[config.mk]
export PLATFORM = sky130hd
export DESIGN_NAME = systolic_feeder
export DESIGN_NICKNAME = d
export VERILOG_FILES = /design/src/rtl/systolic_feeder.sv
export SDC_FILE = /design/constraint.sdc
export NUM_CORES = 1
export LEC_CHECK = 0
export CAP_MARGIN = 20
export CORE_AREA = 2 2 89 91
export DETAILED_ROUTE_END_ITERATION = 8
export DIE_AREA = 0 0 91 93
export GPL_TIMING_DRIVEN = 0
export PLACE_DENSITY = 0.86
export SYNTH_ARGS = -nofsm -noshare
export SYNTH_HDL_FRONTEND = slang
export SYNTH_SLANG_ARGS = --single-unit
[constraint.sdc]
create_clock -name clk -period 2.78 [get_ports clk]
set_input_delay 0.556 -clock clk [delete_from_list [all_inputs] [get_ports clk]]
set_output_delay 0.556 -clock clk [all_outputs]
set_load 0.1 [all_outputs]
[src/rtl/systolic_feeder.sv]
// Skews activation vectors onto the rows of a systolic array.
// Row i sees each accepted vector i+1 cycles after its accept.
//
// Ports:
//   clk, rst         rising-edge clock, synchronous active-high reset
//   in_valid         upstream vector valid
//   in_ready         feeder can accept (from state only)
//   in_a             activation vector, lane i = in_a[i*DW +: DW]
//   in_last          marks the final vector of a pass (on accept)
//   out_a            skewed activations, lane i to PE row i
//   out_f            per-row fire strobe
//   done             one-cycle pulse, final vector on row LANES-1
//   busy             state is not IDLE
//   vec_count        vectors accepted in current/most recent pass

module systolic_feeder #(
   parameter int LANES = 4,
   parameter int DW    = 8
) (
   input  logic                clk,
   input  logic                rst,
   input  logic                in_valid,
   output logic                in_ready,
   input  logic [LANES*DW-1:0] in_a,
   input  logic                in_last,
   output logic [LANES*DW-1:0] out_a,
   output logic [LANES-1:0]    out_f,
   output logic                done,
   output logic                busy,
   output logic [15:0]         vec_count
);

   typedef enum logic [1:0] {
      IDLE   = 2'd0,
      STREAM = 2'd1,
      DRAIN  = 2'd2
   } state_t;

   state_t state_q;
   state_t state_d;
   logic   acc;

   // Ready depends only on state so upstream never sees a
   // combinational path from its own valid.
   assign in_ready = (state_q != DRAIN);
   assign busy     = (state_q != IDLE);
   assign acc      = in_valid & in_ready;

   // ------------------------------------------------------------
   // State machine
   // ------------------------------------------------------------
   always_ff @(posedge clk) begin
      if (rst) begin
         state_q <= IDLE;
      end else begin
         state_q <= state_d;
      end
   end

   always_comb begin
      state_d = state_q;
      unique case (state_q)
         IDLE, STREAM: begin
            if (acc) begin
               state_d = in_last ? DRAIN : STREAM;
            end
         end
         DRAIN: begin
            if (done) begin
               state_d = IDLE;
            end
         end
         default: begin
            state_d = IDLE;
         end
      endcase
   end

   // ------------------------------------------------------------
   // Skew lanes: lane i is a shift register of i+1 stages, each
   // stage holding data plus a fire bit. Non-accept cycles inject
   // fire=0 with zero data, so idle rows never see stale values.
   // ------------------------------------------------------------
   for (genvar i = 0; i < LANES; i++) begin : g_lane
      logic [i:0][DW-1:0] d_q;
      logic [i:0]         f_q;
      logic [DW-1:0]      inj;

      assign inj = acc ? in_a[i*DW +: DW] : '0;

      if (i == 0) begin : g_one
         always_ff @(posedge clk) begin
            if (rst) begin
               d_q <= '0;
               f_q <= '0;
            end else begin
               d_q <= inj;
               f_q <= acc;
            end
         end
      end else begin : g_many
         always_ff @(posedge clk) begin
            if (rst) begin
               d_q <= '0;
               f_q <= '0;
            end else begin
               d_q <= {d_q[i-1:0], inj};
               f_q <= {f_q[i-1:0], acc};
            end
         end
      end

      assign out_a[i*DW +: DW] = d_q[i];
      assign out_f[i]          = f_q[i];
   end

   // ------------------------------------------------------------
   // Last flag rides alongside the deepest lane so done lines up
   // with the final vector reaching the last row.
   // ------------------------------------------------------------
   logic [LANES-1:0] last_q;

   if (LANES == 1) begin : g_last1
      always_ff @(posedge clk) begin
         if (rst) begin
            last_q <= '0;
         end else begin
            last_q <= acc & in_last;
         end
      end
   end else begin : g_lastn
      always_ff @(posedge clk) begin
         if (rst) begin
            last_q <= '0;
         end else begin
            last_q <= {last_q[LANES-2:0], acc & in_last};
         end
      end
   end

   assign done = out_f[LANES-1] & last_q[LANES-1];

   // ------------------------------------------------------------
   // Vector counter: first accept of a pass restarts at 1,
   // later accepts count up and stick at all-ones.
   // ------------------------------------------------------------
   always_ff @(posedge clk) begin
      if (rst) begin
         vec_count <= '0;
      end else if (acc) begin
         if (state_q == IDLE) begin
            vec_count <= 16'd1;
         end else if (vec_count != 16'hFFFF) begin
            vec_count <= vec_count + 16'd1;
         end
      end
   end

endmodule
Word level (Yosys, flattened, before mapping). Cells that the tools add are included.

Logic and storage cells: 41. Bits in latches: 0. Bits in read-only memories: 0. Memories: 0. Output and inout port bits: 55. Bits in registers: 112. Memory bits (writable): 0.

Reduce and logical (&&, ||, !) cells: 7. Order comparisons: 0. Shifts and indexed selects: 0. Bitwise operators: 4. Divide/modulo/power cells: 0. Eq/ne operators: 6. Multipliers: 0. Muxes and demuxes: 6. $add $sub $neg: 1.

Operators by type and width (count): 16-bit two-way mux (2); 16-bit by 1-bit adder with 16-bit output, second input constant (1); 16-bit inequality test, second input constant (1); 2-bit two-way mux (3); 2-bit inequality test, second input constant (3); 2-bit one-hot mux with 2 select lines (1); 2-bit AND reduction (2); 2-bit nonzero test (2); 2-bit OR reduction (2); 1-bit bitwise AND (3); 2-bit by 1-bit == test with 1-bit output, second input constant (1); 2-bit == test, second input constant (1); 2-bit logical NOT (1); 1-bit NOT (1).

Depth between registers and ports, before layout. Gate-level depths: netlist of run 1.

Depth after elaboration: 4. Gate-level depth with buffers: 8. Gate-level depth less buffers: 6.

Worst setup path after synthesis of run 1. No wires, ideal clock.

Kind: reg2reg. From: register vec_count[0]. To: register vec_count[5]. Period minus slack after synthesis: 2797 ps. Library setup time: 134 ps. Slack: -17 ps. Buffers on the path: 2. Arrival time: 2663 ps. Stages on the path, launching flop included: 9. Path through: dfxtp_1 -> ha_1 -> nand4_1 -> or4_1 -> buf_2 -> and3_4 -> buf_6 -> a32oi_1 -> a21oi_1.

Cells in the longest elaborated chain, start to end: 3.

Ends and longest elaborated chain: start, declared (RTL line 30) `output logic [15:0] vec_count`; start signal, assigned (RTL line 154) `vec_count <= vec_count + 16'd1;`; 16-bit by 1-bit adder with 16-bit output / 16-bit inequality test (equally long branches) (RTL line 154, 153); 16-bit two-way mux / 2-bit nonzero test (equally long branches); 16-bit two-way mux / 2-bit AND reduction (equally long branches).

Parallel ways exist; a longest one is shown, timed or not. The select of a mux whose other input is x is not followed. A chain may end at the register's enable or synchronous reset.

Worst setup path after layout of run 1.
From: register state_q[0]. To: output port in_ready.

Cells in the longest elaborated chain, start to end: 1.

Ends and longest elaborated chain: start, declared (RTL line 39) `state_t state_q;`; start signal, assigned (RTL line 56) `state_q <= state_d;`; 2-bit inequality test (RTL line 45) `assign in_ready = (state_q != DRAIN);`; end, declared (RTL line 23) `output logic in_ready,`.

Every way passes these cells.

==> results of run 1 <==
==> cells by family (layout without fill, tap and decap cells) <==
group	Yosys count	count (layout)	synth area share
flops	106	106	0.5995
simple gates	164	164	0.2739
buf+inv	42	146	0.07423
fa+ha+maj	1	1	0.003534
compound gates	25	25	0.04878
==> critical path: stages (launching register included) <==
cell and delay (ns):
dfxtp_1 0.39, nand2b_1 0.22, clkdlybuf4s50_1 1.17
==> stage by stage <==
stage               setup slack (ns)  cells  cell area [um2]  power [mW]
CTS                         0.004105    544             4752       2.823
finish                        0.1045    544             4755       2.802
global placement              0.4204    529             4559       1.922
floorplan                    0.01015    338             3541       1.819
global route                 0.03918    544             4755       2.898
detailed placement            0.3773    529             4559       1.929
==> synthesized netlist by cell type, drive strengths merged, types with 5 or more instances <==
cell type and instances:
nor2b 54, a21oi 7, dfxtp 106, nand2 12, nand3 14, a211o 5, clkbuf 11, and3 9
and2 35, buf 29, nor4 7, nor3 7, nor2 12
==> where the power goes <==
group          internal, mW  leakage [nW]  switching (mW)
combinational         0.112         0.924           0.207
sequential             1.56         0.862          0.0139
clock                 0.439        0.0958           0.471
total                  2.11          1.88           0.691
==> layout by cell type (no fill, tap or decap), types with 2 or more instances in the layout <==
cell	count
dfxtp_1	105
nand3_1	13
buf_4	25
nand4_1	4
buf_2	3
inv_1	2
clkbuf_8	10
a21oi_1	7
nand3b_1	4
clkdlybuf4s50_1	88
nor2_1	11
and3_1	8
nand2_1	12
nor4_1	7
nor3_1	7
a211o_1	5
o21ai_0	4
nor2b_1	54
nand2b_1	2
a31oi_1	3
clkbuf_1	12
and2_1	35
==> final cells by class <==
type                       instances  area, um2
tap                              102      127.6
clock buffer                      11      141.4
sequential                       106       2123
fill                             664       2773
timing repair buffer              89      893.4
multi-input combinational        190       1155
buffer                            40      255.2
clock inverter                     4      51.30
inverter                           2      7.507
==> sequential cells by signal, indices dropped and copies added, names as in the netlist <==
name,flops
g_lane.f_q,4
g_lane.d_q,56
out_a,24
state_q,2
last_q,4
vec_count,16
==> final timing paths <==
path                      from            end  slack, ns  cells past startpoint
max                 state_q[0]       in_ready       0.10                      2
max reg2reg       vec_count[1]  vec_count[10]       0.57                      7
min reg2reg  g_lane[2].d_q[15]      out_a[23]       0.44                      1
min          g_lane[2].d_q[15]      out_a[23]       0.44                      1
==> metal layers <==
layer	GRT usage	vias up
li1	-	1289
met1	0.1991	1225
met2	0.3154	83
met3	0.04029	4
met4	0.07449	0
met5	0	-
==> what timing repair did <==
item	CTS	global route
gates resized for setup	0	1
setup endpoints to repair	0	1
hold endpoints to repair	0	0
==> flow_metrics.tcl, run 1 <==
set metrics [dict create \
    clock-root-buffer "clkbuf_8" \
    via_count 2601 \
    die_x_um 91 \
    drt_iter0_drc 207 \
    grt-ovfl-total 0 \
    grt_max_degree 17 \
    die_h_um 93 \
    drtPass1Iterations 4 \
    critPathArrivalTime_ns 2.12 \
    detail-route-antenna-nets 0 \
    dieArea_um2 8463 \
    row_count 32 \
    fin_hold_ws_ns 0.4368 \
    syn_area_um2 3540 \
    finalCritPeriodShare 0.9624 \
    setup_violations 0 \
    p_per_area_nw_per_um2 589.3 \
    maxSlewViolCount 0 \
    highest_layer "met4" \
    crit_type "reg -> out" \
    worst_pin_slew_ns 1.012 \
    yosys_register_bits 106 \
    clkTransAtPathRegs_ns 0.09 \
    hold_violations 0 \
    synth_seq_area_share 0.5995 \
    gr-usage-all-layers 0.1750 \
    worstHoldPathType "reg -> reg" \
    crit_fanout 5 \
    grt_pass1_wl_um 11740 \
    ios 91 \
    ys_warn_count 0 \
    cp-start-kind "flop" \
    clk_latency_ns 0.34 \
    synth-edff-count 0 \
    htreeDepth 3 \
    yosysTopAreaCellShare 0.5995 \
    drive_above_1_share 0.1086 \
    fin_crit_ns 2.676 \
    hpwl_um 5433 \
    rsz0062_at_grt "no" \
    numCtsBuffers 9 \
    wl_um 7167 \
    ys_types 35 \
    via_per_inst 4.781 \
    grt_pass1_vias 2559 \
    syn_inst 338 \
    start_util 0.4702 \
    ys.flop_type "dfxtp_1" \
    status "completed" \
    drt-met1-wl_um 2803 \
    dr_wl_met2_um 3873 \
    final_util 0.6316 \
    synth_top_area_cell "dfxtp_1" \
    clock_path_buffers 2 \
    cp.required_ns 2.22 \
    wl_met3_um 415 \
    synth_area_leaders "dfxtp_1 (60%), nor2b_1 (9.5%), and2_1 (6.2%), buf_4 (5.3%), nand3_1 (1.8%)" \
    post_cts_buffers 0 \
    ir_drop_mv 0.3550 \
    clock-skew-final_ns 0.007508 \
    clock.fmax_mhz 373.8 \
    core_region_area_um2 7527 \
    antenna_found_initial 0 \
    hold_buffers 0 \
    relSlewSlack 0.3232 \
    cts_tree "done" \
    syn_area_per_cell_um2 10.47 \
    post_drt_wl_per_cell_um 13.17 \
    drv_cap 0 \
    synthesis.nets 375 \
    cts.sink_count 106 \
    place_congestion 0.8587 \
    cp-end-kind "primary output" \
    area_delta_synth_final_pct 34.32 \
    drc 0 \
    p_leak_nw 1.883 \
    port_buffers 89 \
    async_flop_share 0 \
    nets 475 \
    finalSetupTns_ns 0 \
    diodes 0 \
]
No activity file was read; power rests on OpenSTA's default activity.
==> inputs of run 2 (changes only) <==
--- a/config.mk
+++ b/config.mk
@@ -6,9 +6,9 @@
 export NUM_CORES = 1
 export LEC_CHECK = 0
 export CAP_MARGIN = 20
-export CORE_AREA = 2 2 89 91
+export CORE_AREA = 3 3 90 92
 export DETAILED_ROUTE_END_ITERATION = 8
-export DIE_AREA = 0 0 91 93
+export DIE_AREA = 0 0 93 95
 export GPL_TIMING_DRIVEN = 0
 export PLACE_DENSITY = 0.86
 export SYNTH_ARGS = -nofsm -noshare
==> flow_metrics.tcl, run 2 (synthesized netlist as in run 1, its figures left out) <==
set metrics [dict create \
    status "completed" \
    ir_drop_mv 0.3462 \
    core_region_area_um2 7292 \
    grt-ovfl-total 0 \
    hold_violations 0 \
    critPathMaxStageDelay_ns 1.16 \
    dp.cells 526 \
    design_area_um2 4737 \
    dr_wl_met2_um 3292 \
    relSlewSlack 0.3328 \
    r2r_slack_ns 0.52 \
    fin_hold_ws_ns 0.4366 \
    wl_met3_um 666 \
    crit_chain "nand2b_1 -> clkdlybuf4s50_1" \
    clk_latency_ns 0.35 \
    crit_start "state_q[0]" \
    combPwrFrac 0.116 \
    worst_pin_slew_ns 0.9977 \
    clock-root-buffer "clkbuf_8" \
    numCtsBuffers 9 \
    p_int_mw 2.042 \
    gr-usage-all-layers 0.1595 \
    pre_cts_ws_ns 0.4070 \
    setup_ws_ns 0.1007 \
    worstHoldPathType "reg -> reg" \
    crit_type "reg -> out" \
    die_h_um 95 \
    clock.fmax_mhz 373.2 \
    die_x_um 93 \
    crit_fanout 5 \
    drtPass1Iterations 5 \
    rsz0062_at_grt "no" \
    drt-met1-wl_um 2869 \
    dieArea_um2 8835 \
    grt_pass1_wl_um 10900 \
    hpwl_um 5164 \
    clkTransAtPathRegs_ns 0.09 \
    drv_cap 0 \
    fin_cells 541 \
    clock-skew-final_ns 0.01262 \
    antenna_found_initial 0 \
    diodes 0 \
    wl_um 6958 \
    cts.sink_count 106 \
    largest_reg_flops 56 \
    cp_slowest_cell "clkdlybuf4s50_1" \
    switchingPower_uw 692.9 \
    ios 91 \
    maxSlewViolCount 0 \
    highest_layer "met4" \
    setup_violations 0 \
    htreeDepth 3 \
    post_cts_buffers 0 \
    grt_max_degree 17 \
    via_count 2599 \
    detail-route-antenna-nets 0 \
    top_register "g_lane.d_q" \
    r2r-start "vec_count[1]" \
    grt_pass1_vias 2361 \
    cp.required_ns 2.22 \
    row_count 31 \
    nets 475 \
    switching_share 0.2534 \
    final_cell_mix "dfxtp_1 (105), clkdlybuf4s50_1 (88), nor2b_1 (54)" \
    p_leak_nw 1.882 \
    area_delta_synth_final_pct 33.83 \
    post_drt_wl_per_cell_um 12.86 \
    cp-end-kind "primary output" \
    clkPwrFrac 0.309 \
    finalCritPeriodShare 0.9638 \
    final_common_cell "dfxtp_1" \
    drt_iter0_drc 182 \
    dpl-instance-area_um2 4556 \
    finalSetupTns_ns 0 \
    via_per_inst 4.804 \
    critPathArrivalTime_ns 2.12 \
    hp-start "last_q[0]" \
    cp-start-kind "flop" \
    power_frac_seq 0.575 \
    cts_tree "done" \
    drive_above_1_share 0.1109 \
    start_util 0.4854 \
    port_buffers 89 \
    fin_crit_ns 2.679 \
    clock_path_buffers 2 \
    drc 0 \
    place_congestion 0.8903 \
    p_per_area_nw_per_um2 577.3 \
]
[run 2: changes by cell type in the layout (fill, tap and decap cells not counted), sizes merged]
cell / delta
bufinv: -1
clkinv: +3
clkinvlp: -1
inv: -1
[run 2: timing repair]
| action | CTS | global route |
|---|---|---|
| hold buffers | 0 | 0 |
| endpoints found under the setup margin | 0 | 1 |
| resized for setup | 0 | 1 |
[run 2: through the flow]
step / power (mW) / utilization
detailed placement: 1.928 / 0.6247
finish: 2.735 / 0.6496
floorplan: 1.819 / -
global placement: 1.921 / 0.6247
CTS: 2.762 / 0.6493
global route: 2.846 / 0.6496
[run 2: area by class of cell]
| type | instances | area [um2] |
|---|---|---|
| flip-flops and latches | 106 | 2123 |
| fillers | 606 | 2555 |
| clock buffers | 11 | 151.4 |
| multi-input cells | 190 | 1155 |
| clock inverters | 4 | 27.53 |
| repair buffers | 89 | 893.4 |
| plain buffers | 40 | 255.2 |
| inverters | 2 | 7.507 |
| well taps | 99 | 123.9 |
[run 2: worst max-delay path, delay by kind of cell, from the launching register on]
| family | cells | cell delay, ns |
|---|---|---|
| buffers and inverters | 1 | 1.16 |
| AND/OR/NAND/NOR | 1 | 0.21 |
| flip-flops | 1 | 0.40 |
[run 2: final timing paths]
check / end / cells past startpoint
max: in_ready / 2
min: last_q[1] / 1
max reg2reg: vec_count[9] / 7
min reg2reg: last_q[1] / 1
[run 2: layer usage]
layer | track usage | up-vias
met5 | 0 | -
met2 | 0.2603 | 117
met1 | 0.1878 | 1181
li1 | - | 1289
met4 | 0.07692 | 0
met3 | 0.05578 | 12
[run 2: power by group through the flow]
stage	sequential (mW)	clock [mW]	combinational [mW]
floorplan	1.66	0	0.155
finish	1.57	0.844	0.318
global route	1.58	0.933	0.336
global placement	1.61	0	0.315
detailed placement	1.61	0	0.320
CTS	1.57	0.869	0.321
==> inputs of run 3 (changes only) <==
--- a/config.mk
+++ b/config.mk
@@ -6,11 +6,13 @@
 export NUM_CORES = 1
 export LEC_CHECK = 0
 export CAP_MARGIN = 20
-export CORE_AREA = 3 3 90 92
+export CORE_AREA = 3 3 81 83
 export DETAILED_ROUTE_END_ITERATION = 8
-export DIE_AREA = 0 0 93 95
+export DIE_AREA = 0 0 84 86
+export DONT_BUFFER_PORTS = 1
 export GPL_TIMING_DRIVEN = 0
-export PLACE_DENSITY = 0.86
+export PLACE_DENSITY = 0.83
+export SLEW_MARGIN = 40
 export SYNTH_ARGS = -nofsm -noshare
 export SYNTH_HDL_FRONTEND = slang
 export SYNTH_SLANG_ARGS = --single-unit
==> flow_metrics.tcl, run 3 (synthesized netlist as in run 1, its figures left out) <==
set metrics [dict create \
    rsz0062_at_grt "no" \
    holdPathStages 1 \
    grt_max_degree 18 \
    switchingPower_uw 689.5 \
    cp-start-kind "flop" \
    antenna_found_initial 0 \
    cts_tree "done" \
    hp-start "in_a[15]" \
    p_per_area_nw_per_um2 707.2 \
    cts.repair.resized 0 \
    detail-route-antenna-nets 0 \
    drtPass1Iterations 7 \
    ios 91 \
    gr-usage-all-layers 0.1723 \
    clkTransAtPathRegs_ns 0.09 \
    p_leak_nw 1.560 \
    crit_type "reg -> reg" \
    clock-skew-final_ns 0.009180 \
    area_delta_synth_final_pct 9.367 \
    final_util 0.6538 \
    drive_above_1_share 0.2181 \
    finalSetupTns_ns 0 \
    seqCellArea_um2 2156 \
    diodes 0 \
    top_register "g_lane.d_q" \
    power_frac_seq 0.597 \
    cp-end-kind "flop" \
    p_int_mw 2.048 \
    maxSlewViolCount 0 \
    finalCritPeriodShare 0.9503 \
    core_region_area_um2 5921 \
    worst_pin_slew_ns 0.8764 \
    post_cts_buffers 0 \
    dieArea_um2 7224 \
    fin_crit_ns 2.642 \
    worstHoldPathType "in -> reg" \
    port_buffers 0 \
    hold_buffers 0 \
    critPathArrivalTime_ns 2.87 \
    setup_violations 0 \
    place_congestion 0.8870 \
    clock-root-buffer "clkbuf_8" \
    status "completed" \
    worst_r2r_path_depth 7 \
    drc 0 \
    die_h_um 86 \
    final_cell_mix "dfxtp_1 (79), nor2b_1 (54), and2_1 (34)" \
    die_x_um 84 \
    drv_cap 0 \
    grt_pass1_wl_um 9756 \
    start_util 0.5978 \
    r2r_slack_ns 0.14 \
    r2r-start "vec_count[0]" \
    wl_um 6060 \
    cp.required_ns 3.01 \
    final_common_cell "dfxtp_1" \
    hpwl_um 4416 \
    row_count 28 \
    cts.sink_count 106 \
    switching_share 0.2519 \
    ir_drop_mv 0.5352 \
    reg2reg_to "vec_count[10]" \
    clkPwrFrac 0.338 \
    relSlewSlack 0.4151 \
    via_per_inst 5.252 \
    crit_fanout 7 \
    via_count 2248 \
    numCtsBuffers 9 \
    clock.fmax_mhz 378.5 \
    pre_cts_ws_ns 0.2025 \
    multi_input_area_um2 1159 \
    fin_hold_ws_ns 0.3314 \
    setup_ws_ns 0.1383 \
    clock_path_buffers 2 \
    grt-ovfl-total 0 \
    nets 386 \
    htreeDepth 3 \
    combPwrFrac 0.065 \
    grt_pass1_vias 2118 \
    largest_reg_flops 56 \
    post_drt_wl_per_cell_um 14.16 \
    hold_violations 0 \
    nFillCells 463 \
    clk_latency_ns 0.34 \
    min_to "g_lane[1].d_q[7]" \
    drt_iter0_drc 100 \
]
## run 3: cell count changes in the layout (fill, tap and decap cells not counted)
cell             delta
dlymetal6s2s_1      -1
dfxtp_1            -26
clkinvlp_4          +2
nand2b_2            +1
and2_1              -1
clkinv_2            -2
nand2b_1            -1
bufinv_16           +1
inv_6               +2
and2_2              +1
clkinv_4            -2
clkbuf_8            -1
dfxtp_2            +26
clkdlybuf4s50_1    -88
## run 3: final cells by class
| cell class | count | share of cell area |
|---|---|---|
| Clock buffer | 10 | 0.03555 |
| Tap cell | 75 | 0.02424 |
| Buffer | 40 | 0.06593 |
| Clock inverter | 5 | 0.01616 |
| Inverter | 2 | 0.001939 |
| Multi-Input combinational cell | 190 | 0.2993 |
| Sequential cell | 106 | 0.5569 |
## run 3: critical path, stage by stage (launching register included)
cell and delay [ns]:
dfxtp_2 0.72, ha_1 0.31, nand4_1 0.20, or4_1 0.52, buf_2 0.18, nand3_1 0.21, nor4_1 0.09, a211o_1 0.29
## run 3: per-stage QoR
stage                     area, um2  cells  total power [mW]
after floorplan                3541    338             1.819
after global placement         3635    413             1.842
after detailed placement       3671    413             1.851
after CTS                      3871    428             2.766
after global routing           3871    428             2.850
final                          3871    428             2.738
## run 3: power groups by stage
stage                     combinational [mW]  sequential, mW  clock [mW]
after floorplan                        0.155            1.66           0
after global routing                   0.191            1.64        1.02
after global placement                 0.175            1.67           0
after CTS                              0.180            1.63       0.951
final                                  0.178            1.63       0.926
after detailed placement               0.181            1.67           0
## run 3: per-layer routing
metal	up-vias	global-route usage	wire, um
met4	0	0.07310	87
li1	1108	-	-
met1	1021	0.2017	2525
met2	109	0.2979	2981
met5	-	0	0
met3	10	0.04803	466
## run 3: how the worst max path moves through the flow
stage,endpoint,from
after global placement,vec_count[10],vec_count[1]
final,vec_count[10],vec_count[0]
after global routing,vec_count[5],vec_count[0]
after detailed placement,vec_count[5],vec_count[0]
after CTS,vec_count[5],vec_count[0]
after floorplan,vec_count[5],vec_count[1]
